===== src/rtl/inning_sequencer.sv =====
// Game-flow controller: ball/strike count, out/walk pulses to the out-count block,
// half-inning change-over hold and inning advance up to game over.
module inning_sequencer #(
  parameter int MAX_INNING  = 9,
  parameter int HOLD_CYCLES = 16
) (
  input  logic       clk,
  input  logic       reset_n,
  input  logic       strike_pulse,
  input  logic       foul_pulse,
  input  logic       ball_pulse,
  input  logic       hit_pulse,
  input  logic       outreq_pulse,
  input  logic       newgame_pulse,
  input  logic       change_pulse,
  output logic       out_pulse,
  output logic       walk_pulse,
  output logic [2:0] ball_led,
  output logic [1:0] strike_led,
  output logic       bottom_half,
  output logic [3:0] inning,
  output logic       game_over,
  output logic [1:0] state_o
);

  localparam int HW = (HOLD_CYCLES > 1) ? $clog2(HOLD_CYCLES) : 1;
  localparam logic [HW-1:0] HOLD_LOAD = HW'(HOLD_CYCLES - 1);
  localparam logic [3:0] LAST_INNING = 4'(MAX_INNING);

  typedef enum logic [1:0] {
    PLAY      = 2'd0,
    SETTLE    = 2'd1,
    HOLD      = 2'd2,
    GAME_OVER = 2'd3
  } state_t;

  state_t          state_q, state_d;
  // Counts are kept directly in thermometer form so the LEDs are plain flops.
  logic [2:0]      balls_q, balls_d;
  logic [1:0]      strikes_q, strikes_d;
  logic [3:0]      inning_q, inning_d;
  logic            bottom_q, bottom_d;
  logic            out_q, out_d;
  logic            walk_q, walk_d;
  logic            over_q, over_d;
  logic            settle_q, settle_d;
  logic [HW-1:0]   hold_q, hold_d;

  always_ff @(posedge clk or negedge reset_n) begin
    if (!reset_n) begin
      state_q   <= PLAY;
      balls_q   <= 3'b000;
      strikes_q <= 2'b00;
      inning_q  <= 4'd1;
      bottom_q  <= 1'b0;
      out_q     <= 1'b0;
      walk_q    <= 1'b0;
      over_q    <= 1'b0;
      settle_q  <= 1'b0;
      hold_q    <= '0;
    end else begin
      state_q   <= state_d;
      balls_q   <= balls_d;
      strikes_q <= strikes_d;
      inning_q  <= inning_d;
      bottom_q  <= bottom_d;
      out_q     <= out_d;
      walk_q    <= walk_d;
      over_q    <= over_d;
      settle_q  <= settle_d;
      hold_q    <= hold_d;
    end
  end

  always_comb begin
    state_d   = state_q;
    balls_d   = balls_q;
    strikes_d = strikes_q;
    inning_d  = inning_q;
    bottom_d  = bottom_q;
    out_d     = 1'b0;
    walk_d    = 1'b0;
    settle_d  = settle_q;
    hold_d    = hold_q;

    case (state_q)
      PLAY, SETTLE: begin
        if (change_pulse) begin
          balls_d   = 3'b000;
          strikes_d = 2'b00;
          hold_d    = HOLD_LOAD;
          state_d   = HOLD;
        end else if (state_q == SETTLE) begin
          // Two quiet cycles give the out-count block time to raise change_pulse.
          if (settle_q) settle_d = 1'b0;
          else          state_d  = PLAY;
        end else if (outreq_pulse || (strike_pulse && strikes_q[1])) begin
          out_d     = 1'b1;
          balls_d   = 3'b000;
          strikes_d = 2'b00;
          settle_d  = 1'b1;
          state_d   = SETTLE;
        end else if (strike_pulse) begin
          strikes_d = {strikes_q[0], 1'b1};
        end else if (foul_pulse) begin
          strikes_d = {strikes_q[0], 1'b1};
        end else if (ball_pulse) begin
          if (balls_q[2]) begin
            walk_d    = 1'b1;
            balls_d   = 3'b000;
            strikes_d = 2'b00;
          end else begin
            balls_d = {balls_q[1:0], 1'b1};
          end
        end else if (hit_pulse) begin
          balls_d   = 3'b000;
          strikes_d = 2'b00;
        end
      end
      HOLD: begin
        if (hold_q == '0) begin
          if (!bottom_q) begin
            bottom_d = 1'b1;
            state_d  = PLAY;
          end else if (inning_q == LAST_INNING) begin
            state_d = GAME_OVER;
          end else begin
            bottom_d = 1'b0;
            inning_d = inning_q + 4'd1;
            state_d  = PLAY;
          end
        end else begin
          hold_d = hold_q - 1'b1;
        end
      end
      GAME_OVER: begin
        if (newgame_pulse) begin
          balls_d   = 3'b000;
          strikes_d = 2'b00;
          inning_d  = 4'd1;
          bottom_d  = 1'b0;
          settle_d  = 1'b0;
          hold_d    = '0;
          state_d   = PLAY;
        end
      end
      default: state_d = PLAY;
    endcase

    over_d = (state_d == GAME_OVER);
  end

  assign out_pulse   = out_q;
  assign walk_pulse  = walk_q;
  assign ball_led    = balls_q;
  assign strike_led  = strikes_q;
  assign bottom_half = bottom_q;
  assign inning      = inning_q;
  assign game_over   = over_q;
  assign state_o     = state_q;

endmodule

===== config.mk =====
export PLATFORM = sky130hd
export DESIGN_NAME = inning_sequencer
export DESIGN_NICKNAME = d
export VERILOG_FILES = /design/src/rtl/inning_sequencer.sv
export SDC_FILE = /design/constraint.sdc
export NUM_CORES = 1
export LEC_CHECK = 0
export BUFFER_PORTS_ARGS = -buffer_cell sky130_fd_sc_hd__buf_2
export CAP_MARGIN = 20
export CELL_PAD_IN_SITES_DETAIL_PLACEMENT = 1
export CELL_PAD_IN_SITES_GLOBAL_PLACEMENT = 1
export CORE_MARGIN = 2
export CORE_UTILIZATION = 42
export DETAILED_ROUTE_END_ITERATION = 6
export GPL_TIMING_DRIVEN = 1
export PLACE_DENSITY = 0.9
export SETUP_SLACK_MARGIN = 0.5
export SYNTH_ARGS = -nofsm -noshare
export SYNTH_HDL_FRONTEND = slang
export SYNTH_SLANG_ARGS = --single-unit

===== constraint.sdc =====
create_clock -name clk -period 2.84 [get_ports clk]
set_input_delay 0 -clock clk [delete_from_list [all_inputs] [get_ports clk]]
set_output_delay 0 -clock clk [all_outputs]
set_load 0.02 [all_outputs]

==> results.ini <==
[clock_network]
clkSlewWorstSetupHoldPaths_ns = 0.12
htreeDepth = 1
clkSinkCount = 20
cts_resized = 0
cts_tree = done
clockBufferDepth = 2
clock-root-buffer = clkbuf_4
clock_latency_ns = 0.31
post_cts_buffers = 0
ctsHoldBuffers = 5
cts_buffers = 3

[logic_synthesis]
synth_area_sq_um = 1090
synth_ff_type = dfrtp_1
synthXorXnorAreaFrac = 0
synthMuxAreaShare = 0.0288
synthCells = 118
yosysWarnings = 0
synthAdderAreaFrac = 0.0346
synth_cell_types = 36
synth_area_per_cell_sq_um = 9.20
synth_nets = 130
synth_compound_area_frac = 0.166
async_reset_ff_frac = 1.00
seq_area_frac_synth = 0.462
synth_top_family_by_area = simple AND/OR/NAND/NOR gates
synth_seq_cells = 20
synth-simple-area-share = 0.265
synth-edff-count = 0

[die]
core-area_sq_um = 2450
start_util = 0.442
ioPinCount = 24
die_y_microns = 54.9
die-area_sq_um = 3010
die_width_microns = 54.9
rows = 18

[drt]
wire_per_inst_microns = 16.7
first_pass_iters = 4
drc_errors = 0
antenna_left = 0
drt_wl_total_mm = 2.94
via_count = 997
drt-initial-drc-count = 18
via_per_inst = 5.66

[worst_hold_path]
hold_path_class = input port to flop

[timing]
fin_crit_ns = 2.10
tightestPinTransition_ns = 0.637
setup-tns-final_ns = 0
finalClockSkew_ns = 0.0111
rsz0062_at_grt = no
hold_violations = 0
fin_crit_sh = 0.740
finalMaxSlewViolations = 0
max_freq_mhz = 476
finalSetupViolCount = 0
relSlewSlack = 0.575

[worst_setup_path]
cp_max_fo = 4
worstPathCellList = dlygate4sd3_1, buf_2, nor2_1, dlygate4sd3_1, inv_1, nor4_1, dlygate4sd3_1
crit_type = input port to flop
timing.critical_path.from_type = input port
cpMostUsedCell = dlygate4sd3_1
slowest_stage = dlygate4sd3_1
endpoint_kind = flop
worst_ep_required_time_ns = 3.10
slowest_delay_ns = 0.60
worstPathArrival_ns = 2.36

[placement]
hpwl_mm = 2.01
place.gp.congestion = 0.738
io_buffers = 23
place_inst = 167

[finish]
final_cells = 176
antenna_cells = 0
area_delta_synth_final_pct = 21.9
nFillCells = 297
final_net_count = 159
final_cell_mix = buf_2 (23), dfrtp_1 (19), o21ai_0 (10)
mostFrequentLayoutCell = buf_2
drive_gt1_frac = 0.205

[power_and_ir_drop]
power_mw = 1.31
irDropWorstVdd_v = 0.000542
leakagePower_nw = 0.651
power_density_nw_per_um2 = 992

[global_routing]
grt.total_usage = 0.223
grt_pass1_wl_mm = 4.65
grt_pass1_vias = 1024
gr-total-overflow = 0
antenna_found_initial = 0
grt_max_degree = 24

[run_status]
status = finished clean

[run]
cap_violations = 0

routing by layer:
metal | wire, microns | part of all wire | vias up | track usage
met5 | 0 | 0 | - | 0
met4 | 32 | 0.011 | 0 | 0.138
met3 | 104 | 0.035 | 4 | 0.0355
met2 | 1490 | 0.51 | 19 | 0.361
met1 | 1320 | 0.45 | 492 | 0.275
li1 | - | - | 482 | -
logic make-up after synthesis:
logic type,after synthesis
simple gates,52
buf+inv,12
mux,3
flops,20
compound gates,28
fa+ha+maj,3
critical path: cells and delay by family:
kind | cells | cell delay, ns
buffers and inverters | 5 | 1.88
AND/OR/NAND/NOR | 2 | 0.47
final timing paths:
kind,slack (ns),depth (start not counted),start,to
max,0.74,7,foul_pulse,walk_pulse
min,0.11,4,newgame_pulse,bottom_half
max reg2reg,0.88,4,state_o[1],walk_pulse
min reg2reg,0.52,1,hold_q[0],hold_q[0]
max in group asynchronous,2.33,2,reset_n,inning[0]
min in group asynchronous,0.16,2,reset_n,inning[3]
per-stage QoR:
step           hold WS, ns  utilization  worst slack, ns  instance area (sq um)
2_1_floorplan       -0.296            -             1.12                   1090
3_3_place_gp       -0.0288        0.497             1.05                   1220
3_5_place_dp       -0.0235        0.497            0.973                   1220
4_1_cts             0.0932        0.539            0.769                   1320
5_1_grt             0.0997        0.539            0.736                   1320
6_report             0.108        0.539            0.738                   1320
synthesized netlist by cell type (2+ instances only):
cell type   n  share of area
a211o_1     2          0.016
a211oi_1    2          0.014
a21oi_1     4          0.018
a22o_1      2          0.016
and3_1      3          0.017
buf_1       2         0.0069
buf_2       2         0.0092
dfrtp_1    19           0.44
ha_1        3          0.035
inv_1       7          0.024
mux2i_1     2          0.018
nand2_1     8          0.028
nand2b_1    3          0.017
nand3_1     4          0.018
nor2_1      9          0.031
nor2b_1     3          0.017
nor3_1      7          0.032
nor3b_1     4          0.028
nor4_1      3          0.017
o21a_1      2          0.014
o21ai_0    10          0.046
o31ai_1     2          0.014
or3_1       2          0.012
report_power, final:
part           leakage [nW]  total [mW]  internal, mW  switching (mW)
Clock                0.0279       0.235         0.143          0.0926
Sequential            0.253       0.532         0.381           0.151
Combinational         0.370       0.546         0.227           0.319
Total                 0.651        1.31         0.751           0.562
sequential cells by signal, summed over array words and instances (netlist names):
register,cells
strike_led,2
bottom_half,1
settle_q,1
game_over,1
out_pulse,1
hold_q,4
inning,4
state_o,2
ball_led,3
walk_pulse,1
layout make-up:
class	instances	area, sq um	area share
repair buffers	28	165	0.125
flip-flops and latches	20	502	0.379
clock buffers	3	22.5	0.0170
well taps	30	37.5	0.0284
inverters	8	30.0	0.0227
clock inverters	1	30.0	0.0227
multi-input cells	86	537	0.405
(Power assumes the default switching activity.)
